<file path="config.mk">
export PLATFORM = sky130hd
export DESIGN_NAME = condicionador_botoes
export DESIGN_NICKNAME = d
export VERILOG_FILES = /design/src/rtl/condicionador_botoes_pkg.sv /design/src/rtl/condicionador_botoes_debouncer_bit.sv /design/src/rtl/condicionador_botoes.sv
export SDC_FILE = /design/constraint.sdc
export NUM_CORES = 1
export LEC_CHECK = 0
export CAP_MARGIN = 0
export CORE_UTILIZATION = 61
export DETAILED_ROUTE_END_ITERATION = 10
export GPL_ROUTABILITY_DRIVEN = 0
export PLACE_DENSITY = 0.81
export RECOVER_POWER = 25
export SLEW_MARGIN = 20
export SYNTH_ARGS = -nofsm -noshare
export SYNTH_HDL_FRONTEND = slang
export SYNTH_SLANG_ARGS = --single-unit
export TNS_END_PERCENT = 20
</file>
<file path="constraint.sdc">
create_clock -name clock -period 4.05 [get_ports clock]
set_input_delay 1.0125 -clock clock [delete_from_list [all_inputs] [get_ports clock]]
set_output_delay 1.0125 -clock clock [all_outputs]
set_load 0.02 [all_outputs]
</file>
<file path="src/rtl/condicionador_botoes_pkg.sv">
// Shared definitions for the push-button conditioner: FSM state codes,
// default debounce length and a population-count helper.
package pkg_condicionador;

  localparam int DEBOUNCE_CICLOS_PADRAO = 50000;
  localparam int MAX_BOTOES             = 32;

  typedef enum logic [1:0] {
    OCIOSO      = 2'd0,
    PRESSIONADO = 2'd1,
    INVALIDO    = 2'd2
  } estado_t;

  // Button vectors narrower than MAX_BOTOES are zero-extended by the caller.
  function automatic logic [5:0] popcount(input logic [MAX_BOTOES-1:0] v);
    logic [5:0] soma;
    soma = '0;
    for (int i = 0; i < MAX_BOTOES; i++) begin
      soma = soma + {5'b0, v[i]};
    end
    return soma;
  endfunction

endpackage

</file>
<file path="src/rtl/condicionador_botoes_debouncer_bit.sv">
// One-bit synchroniser (two flops) followed by a counter debouncer:
// the stable level follows the input only after DEBOUNCE_CICLOS agreeing samples.
module debouncer_bit #(
  parameter int DEBOUNCE_CICLOS = 50000
) (
  input  logic clock,
  input  logic reset,
  input  logic entrada,
  output logic estavel
);

  localparam int                CONT_W  = $clog2(DEBOUNCE_CICLOS);
  localparam logic [CONT_W-1:0] CNT_MAX = CONT_W'(DEBOUNCE_CICLOS - 1);

  logic              s1_q;
  logic              s2_q;
  logic              estavel_q;
  logic [CONT_W-1:0] cnt_q;

  // Any sample agreeing with the stable level restarts the count, so glitches never land.
  always_ff @(posedge clock or negedge reset) begin
    if (!reset) begin
      s1_q      <= 1'b0;
      s2_q      <= 1'b0;
      estavel_q <= 1'b0;
      cnt_q     <= '0;
    end else begin
      s1_q <= entrada;
      s2_q <= s1_q;
      if (s2_q == estavel_q) begin
        cnt_q <= '0;
      end else if (cnt_q == CNT_MAX) begin
        estavel_q <= s2_q;
        cnt_q     <= '0;
      end else begin
        cnt_q <= cnt_q + 1'b1;
      end
    end
  end

  assign estavel = estavel_q;

endmodule

</file>
<file path="src/rtl/condicionador_botoes.sv">
// Debounces the play buttons and the start button, then accepts exactly one
// pressed button as a held one-hot jogada with a one-cycle acceptance strobe.
module condicionador_botoes
  import pkg_condicionador::*;
#(
  parameter int N_BOTOES        = 8,
  parameter int DEBOUNCE_CICLOS = DEBOUNCE_CICLOS_PADRAO
) (
  input  logic                clock,
  input  logic                reset,
  input  logic [N_BOTOES-1:0] botoes_brutos,
  input  logic                jogar_bruto,
  input  logic                habilita,
  output logic [N_BOTOES-1:0] jogada,
  output logic                jogada_pulso,
  output logic                jogar,
  output logic                multiplo,
  output logic [N_BOTOES-1:0] botoes_limpos,
  output logic [3:0]          db_estado
);

  logic [N_BOTOES:0]   brutos_w;
  logic [N_BOTOES:0]   estavel_w;
  logic [N_BOTOES-1:0] limpos_w;
  logic [5:0]          n_ativos;

  assign brutos_w = {jogar_bruto, botoes_brutos};
  assign limpos_w = estavel_w[N_BOTOES-1:0];
  assign n_ativos = popcount(MAX_BOTOES'(limpos_w));

  for (genvar i = 0; i <= N_BOTOES; i++) begin : g_db
    debouncer_bit #(
      .DEBOUNCE_CICLOS(DEBOUNCE_CICLOS)
    ) u_db (
      .clock   (clock),
      .reset   (reset),
      .entrada (brutos_w[i]),
      .estavel (estavel_w[i])
    );
  end

  logic jogar_est_d_q;
  logic jogar_q;

  always_ff @(posedge clock or negedge reset) begin
    if (!reset) begin
      jogar_est_d_q <= 1'b0;
      jogar_q       <= 1'b0;
    end else begin
      jogar_est_d_q <= estavel_w[N_BOTOES];
      jogar_q       <= estavel_w[N_BOTOES] & ~jogar_est_d_q;
    end
  end

  estado_t             estado_q, estado_d;
  logic [N_BOTOES-1:0] jogada_q, jogada_d;
  logic                pulso_q, pulso_d;
  logic                ignorado_q, ignorado_d;

  always_ff @(posedge clock or negedge reset) begin
    if (!reset) begin
      estado_q   <= OCIOSO;
      jogada_q   <= '0;
      pulso_q    <= 1'b0;
      ignorado_q <= 1'b0;
    end else begin
      estado_q   <= estado_d;
      jogada_q   <= jogada_d;
      pulso_q    <= pulso_d;
      ignorado_q <= ignorado_d;
    end
  end

  // A press seen while disabled stays blocked until every button is released.
  always_comb begin
    estado_d   = estado_q;
    jogada_d   = jogada_q;
    pulso_d    = 1'b0;
    ignorado_d = ignorado_q;
    if (n_ativos == 6'd0) begin
      ignorado_d = 1'b0;
    end else if (!habilita && (estado_q == OCIOSO)) begin
      ignorado_d = 1'b1;
    end
    case (estado_q)
      OCIOSO: begin
        if (n_ativos >= 6'd2) begin
          estado_d = INVALIDO;
        end else if ((n_ativos == 6'd1) && habilita && !ignorado_q) begin
          estado_d = PRESSIONADO;
          jogada_d = limpos_w;
          pulso_d  = 1'b1;
        end
      end
      PRESSIONADO: begin
        if (n_ativos == 6'd0) begin
          estado_d = OCIOSO;
          jogada_d = '0;
        end
      end
      INVALIDO: begin
        jogada_d = '0;
        if (n_ativos == 6'd0) estado_d = OCIOSO;
      end
      default: begin
        estado_d = OCIOSO;
        jogada_d = '0;
      end
    endcase
  end

  assign jogada        = jogada_q;
  assign jogada_pulso  = pulso_q;
  assign jogar         = jogar_q;
  assign multiplo      = (estado_q == INVALIDO);
  assign botoes_limpos = limpos_w;
  assign db_estado     = {2'b00, estado_q};

endmodule

</file>
Word level (Yosys, flattened, before mapping)
Index checks and enable logic that the tools add are counted.

Output and inout bits: 23. Input port bits: 12. Register bits: 185. Word-level logic and storage cells: 147.

Add/sub/neg operators: 16. Multiplexer cells: 31. Magnitude comparators: 1. Reductions and logical operators: 20. Equal/unequal tests: 26. Bitwise operators: 11.

Operators by type and width (count): $mux 16 (18); $add 16x1->16 const B (9); $eq 16x16->1 const B (9); $mux 8 (3); $reduce_and 2->1 (10); $pmux 8 s2 (1); $add 6x1->6 (2); $not 1->1 (10); $eq 1x1->1 (9); $add 5x1->6 (1); $eq 6x1->1 const B (1); $ge 6x2->1 const B (1); $logic_not 6->1 (1); $mux 2 (3); $add 4x1->5 (1); $mux 1 (5); $add 3x1->4 (1); $ne 2x1->1 const B (2); $ne 2x2->1 const B (2); $pmux 2 s2 (1); $add 2x1->3 (1); $logic_and 1x1->1 (3); $ne 3x1->1 const B (1); $reduce_and 3->1 (1); other kinds (8) (9).

Logic depth before layout (Yosys ltp)
Word-level depth: 13. Depth in mapped cells: 12.

Modules after synthesis
A second synthesis with hierarchy kept.

Cells, all modules: 863. Area, all modules: 9105.0 µm².

By module, submodules not included: debouncer_bit (sequential area each 475.5 µm², instances 9, cells each 84, area an instance 895.9 µm²); condicionador_botoes (sequential area each 350.3 µm², instances 1, cells each 107, area an instance 1042.2 µm²).

Worst setup path before layout
OpenSTA, ideal clock, no wires.

Path kind: register to register. From: reg g_db[0].u_db.estavel_q. To: reg estado_q[0]. Stages on the path, launching flop included: 13. Path buffers: 1. Arrival: 3553 ps. Clock period less this slack: 3631 ps. Data required time: 3972 ps. Setup slack: 419 ps. Path through: dfrtp_1 inv_1 fa_1 fa_1 fa_1 inv_1 ha_1 fa_1 nor4bb_1 a21o_1 clkbuf_1 a22oi_1 o2bb2ai_1.

Word-level cells in the longest chain between the ends: 12. Elaborated cells between the ends (all ways): 17. Classes of those cells: add/sub: 7; order compare: 1; eq/ne: 3; mux: 2; reduce/logical: 4.

RTL lines: start: declaration (line condicionador_botoes_debouncer_bit.sv:17) `logic estavel_q;`; start signal: assignment (line condicionador_botoes_debouncer_bit.sv:33) `estavel_q <= s2_q;`; $add 1x1->2 (*) (line condicionador_botoes_pkg.sv:19) `soma = soma + {5'b0, v[i]};`; $add 2x1->3 (*) (line condicionador_botoes_pkg.sv:19); $add 3x1->4 (*) (line condicionador_botoes_pkg.sv:19); $add 4x1->5 (*) (line condicionador_botoes_pkg.sv:19); $add 5x1->6 (*) (line condicionador_botoes_pkg.sv:19); $add 6x1->6 (*) (2 in series) (line condicionador_botoes_pkg.sv:19); parallel branches: the longest is 5 deep, another holds $ge 6x2->1; end signal: assignment (line condicionador_botoes.sv:67) `estado_q <= estado_d;`; end: declaration (line condicionador_botoes.sv:55) `estado_t estado_q, estado_d;`.

Mark *: on every way between the ends. A chain may end at the register's enable or synchronous reset.

Worst setup path after layout
From: reg g_db[0].u_db.estavel_q. To: reg jogada_q[5], in the netlist jogada[5].

Word-level cells in the longest chain between the ends: 12. Elaborated cells between the ends (all ways): 16. Classes of those cells: add/sub: 7; order compare: 1; eq/ne: 4; reduce/logical: 4.

RTL lines: $add 1x1->2 (*) (line condicionador_botoes_pkg.sv:19); $add 2x1->3 (*) (line condicionador_botoes_pkg.sv:19); $add 3x1->4 (*) (line condicionador_botoes_pkg.sv:19); $add 4x1->5 (*) (line condicionador_botoes_pkg.sv:19); $add 5x1->6 (*) (line condicionador_botoes_pkg.sv:19); $add 6x1->6 (*) (2 in series) (line condicionador_botoes_pkg.sv:19); parallel branches: the longest is 4 deep, another holds $ge 6x2->1; $reduce_and 3->1 (no line) (*); end signal: assignment (line condicionador_botoes.sv:68) `jogada_q <= jogada_d;`; end: declaration (line condicionador_botoes.sv:56) `logic [N_BOTOES-1:0] jogada_q, jogada_d;`.

Marked as above.

==> out/results.txt <==
Synth Flop Type -> dfrtp_1
Total GRT Usage -> 24.4%
GRT Residual Overflow -> 0
Fin cells -> 1090
DR pass1 iterations -> 6
Number of synthesized flops with an enable pin -> 0
Final Critical Period -> 3.86 ns
Setup Skew -> 0.00968 ns
Dpl cells -> 1058
Synth warnings -> 0
Core area -> 14000 µm²
Area growth syn-to-layout -> 12.3%
Outcome -> finished with violations
Share of layout cells above drive strength 1 -> 6.48%
Io pins -> 35
Hold Path Origin -> g_db[5].u_db.s1_q$_DFF_PN0_
Clock Path Buffers -> 2
Final hold slack -> 0.345 ns
IO Port Bufs -> 32
Final Hold Viols -> 0
Vias per cell -> 5.78
N_diodes -> 0
Relative slew slack -> -31.9%
Worst Hold Class -> register to register
Hold buffer count at CTS -> 0
Cell Int Power -> 2920 µW
Routed wire length -> 16500 µm
Kind of end point of the critical path -> register
Distinct cells, synth -> 47
DRC -> 0
Post-DP HPWL -> 10600 µm
Crit path required time -> 4.34 ns
Fin. max-slew vios -> 82
DIE AREA -> 15000 µm²
Wire length per cell -> 15.1 µm
Worst Tran Pin Value -> 1.98 ns
Crit Path Max Fanout -> 8
Final TNS setup -> 0 ns
Setup repair after global routing missed its margin -> false
Most common cell after layout, fill and taps aside -> dfrtp_1
TritonCTS Sinks -> 185
Via count -> 6302
Failing checks -> max-capacitance violations, max-slew violations
Site Rows -> 43
Syn Area/Cell -> 10.3 µm²
Switch Pwr -> 820 µW
Pre-CTS setup slack -> 0.188 ns
Clock power share -> 46.0%
Seq pwr share -> 51.0%
Root buf cell -> clkbuf_16
Filler cells -> 1002
Initial Util -> 63.2%
Antenna-violating nets left -> 0
Clock transition at the registers of the reported paths -> 0.07 ns
Power density cells -> 376 nW/µm²
Kind of critical path -> register to register
Total power -> 3740 µW
Die width -> 123 µm
VDD IR max -> 0.341 mV
Max Fclk -> 259 MHz
DR iter-0 viols -> 455
Cell Area, Synth -> 8880 µm²
Crit share post-route -> 95.2%
Number of global-route vias before repair -> 6166
Total CTS buffers -> 17
CTS tree -> done
LEAKAGE -> 0.00417 µW
Combinational share of power -> 3.0%
WP data arrival -> 4.14 ns
Final #Nets -> 928
Post-synthesis instance total -> 865
Total of max-cap violations -> 1
Critical Path Start -> g_db[0].u_db.estavel$_DFFE_PN0P_
Largest net degree at the start of global routing -> 83
Worst-Skew Late Latency -> 0.43 ns
Post-synthesis sequential area ratio -> 52.1%
Initial antenna violation count -> 0
Most frequent cells in the layout -> dfrtp_1, nor2_1, xnor2_1
R2r startpoint -> g_db[0].u_db.estavel$_DFFE_PN0P_
First-pass GRT wire length -> 28800 µm
H-tree Lvls -> 4
Sw Share -> 21.9%
Seq cells post-synth -> 185
Final setup violation count -> 0
Die height -> 123 µm
Slack of the critical path -> 0.193 ns
FFs w/ async S/R, synth -> 100%
Startpoint type of the worst setup path -> register
[final cells by class]
cell class / instances / area, µm² / area share, %
repair buffers: 41 / 395 / 3.97
multi-input cells: 612 / 3950 / 39.6
well taps: 180 / 225 / 2.26
clock inverters: 12 / 161 / 1.62
inverters: 40 / 150 / 1.51
clock buffers: 20 / 457 / 4.58
flip-flops and latches: 185 / 4630 / 46.4
[kinds of logic after synthesis]
logic type / after synthesis / synth area share [%]
other: 1 / 0.0422
buffers and inverters: 69 / 3.45
xor gates and xnor gates: 127 / 12.5
AOI/OAI and AO/OA: 42 / 3.30
DFF: 185 / 52.1
and+or+nand+nor: 413 / 24.3
muxes: 9 / 1.18
adders and majority gates: 19 / 3.02
[metrics by stage]
step / cell area [µm²] / util, %
after global placement: 9360 / 66.6
after detailed placement: 9360 / 66.6
after floorplan: 8880 / -
after global routing: 9970 / 71.0
final: 9970 / 71.0
after CTS: 9970 / 71.0
[critical path: stages, from the launching register on]
cell and delay, ns:
dfrtp_1 0.34, inv_1 0.06, fa_1 0.55, fa_1 0.44
fa_1 0.50, inv_1 0.04, ha_1 0.21, fa_1 0.50
nor4bb_1 0.31, a21o_1 0.18, and2_0 0.40, o21ai_0 0.17
[power by group through the flow]
| stage | Clock (µW) | Combinational, µW | Sequential, µW |
|---|---|---|---|
| 2_1_floorplan | 0 | 57.1 | 1930 |
| 3_3_place_gp | 0 | 116 | 1940 |
| 3_5_place_dp | 0 | 118 | 1940 |
| 4_1_cts | 1760 | 120 | 1910 |
| 5_1_grt | 1830 | 133 | 1910 |
| 6_report | 1720 | 114 | 1910 |
[path summary, 6_finish.rpt]
path	endpoint	slack (ns)	cells past startpoint
worst min-delay path	g_db[5].u_db.s2_q$_DFF_PN0_	0.35	0
worst min register to register	g_db[5].u_db.s2_q$_DFF_PN0_	0.35	0
worst max register to register	jogada[5]$_DFFE_PN0P_	0.19	11
max in group asynchronous	g_db[1].u_db.cnt_q[7]$_DFF_PN0_	1.64	2
worst max-delay path	jogada[5]$_DFFE_PN0P_	0.19	11
min in group asynchronous	g_db[2].u_db.cnt_q[2]$_DFF_PN0_	1.11	1
[sequential cells by signal, indices dropped and copies added (netlist names)]
name	flops
jogada	8
g_db.u_db.s2_q	9
estado_q	2
ignorado_q	1
g_db.u_db.estavel	9
jogar	1
jogar_est_d_q	1
jogada_pulso	1
g_db.u_db.cnt_q	144
g_db.u_db.s1_q	9
[timing repair]
action,4_1_cts,5_1_grt
buffers inserted,0,0
resized for setup,0,1
endpoints found under the setup margin,0,6
[metal layers]
layer | wire length (µm) | track usage [%] | part of all wire (%) | up-vias
li1 | - | - | - | 3059
met4 | 268 | 8.31 | 1.6 | 0
met1 | 7550 | 31.7 | 46 | 3077
met5 | 0 | 0 | 0 | -
met3 | 653 | 5.48 | 4.0 | 26
met2 | 8030 | 40.3 | 49 | 140
[Yosys cell counts (12+ instances only)]
cell type | count | area [µm²]
nor3_1 | 24 | 120
inv_1 | 40 | 150
dfrtp_1 | 185 | 4630
nor2_1 | 142 | 533
ha_1 | 15 | 188
nand2_1 | 45 | 169
clkbuf_1 | 16 | 60.1
and3_1 | 20 | 125
xnor2_1 | 86 | 753
nand4_1 | 41 | 257
nand3_1 | 42 | 210
nor4_1 | 40 | 250
xor2_1 | 41 | 359
o21ai_0 | 12 | 60.1
Note: power is estimated with default switching activity, not from simulation.
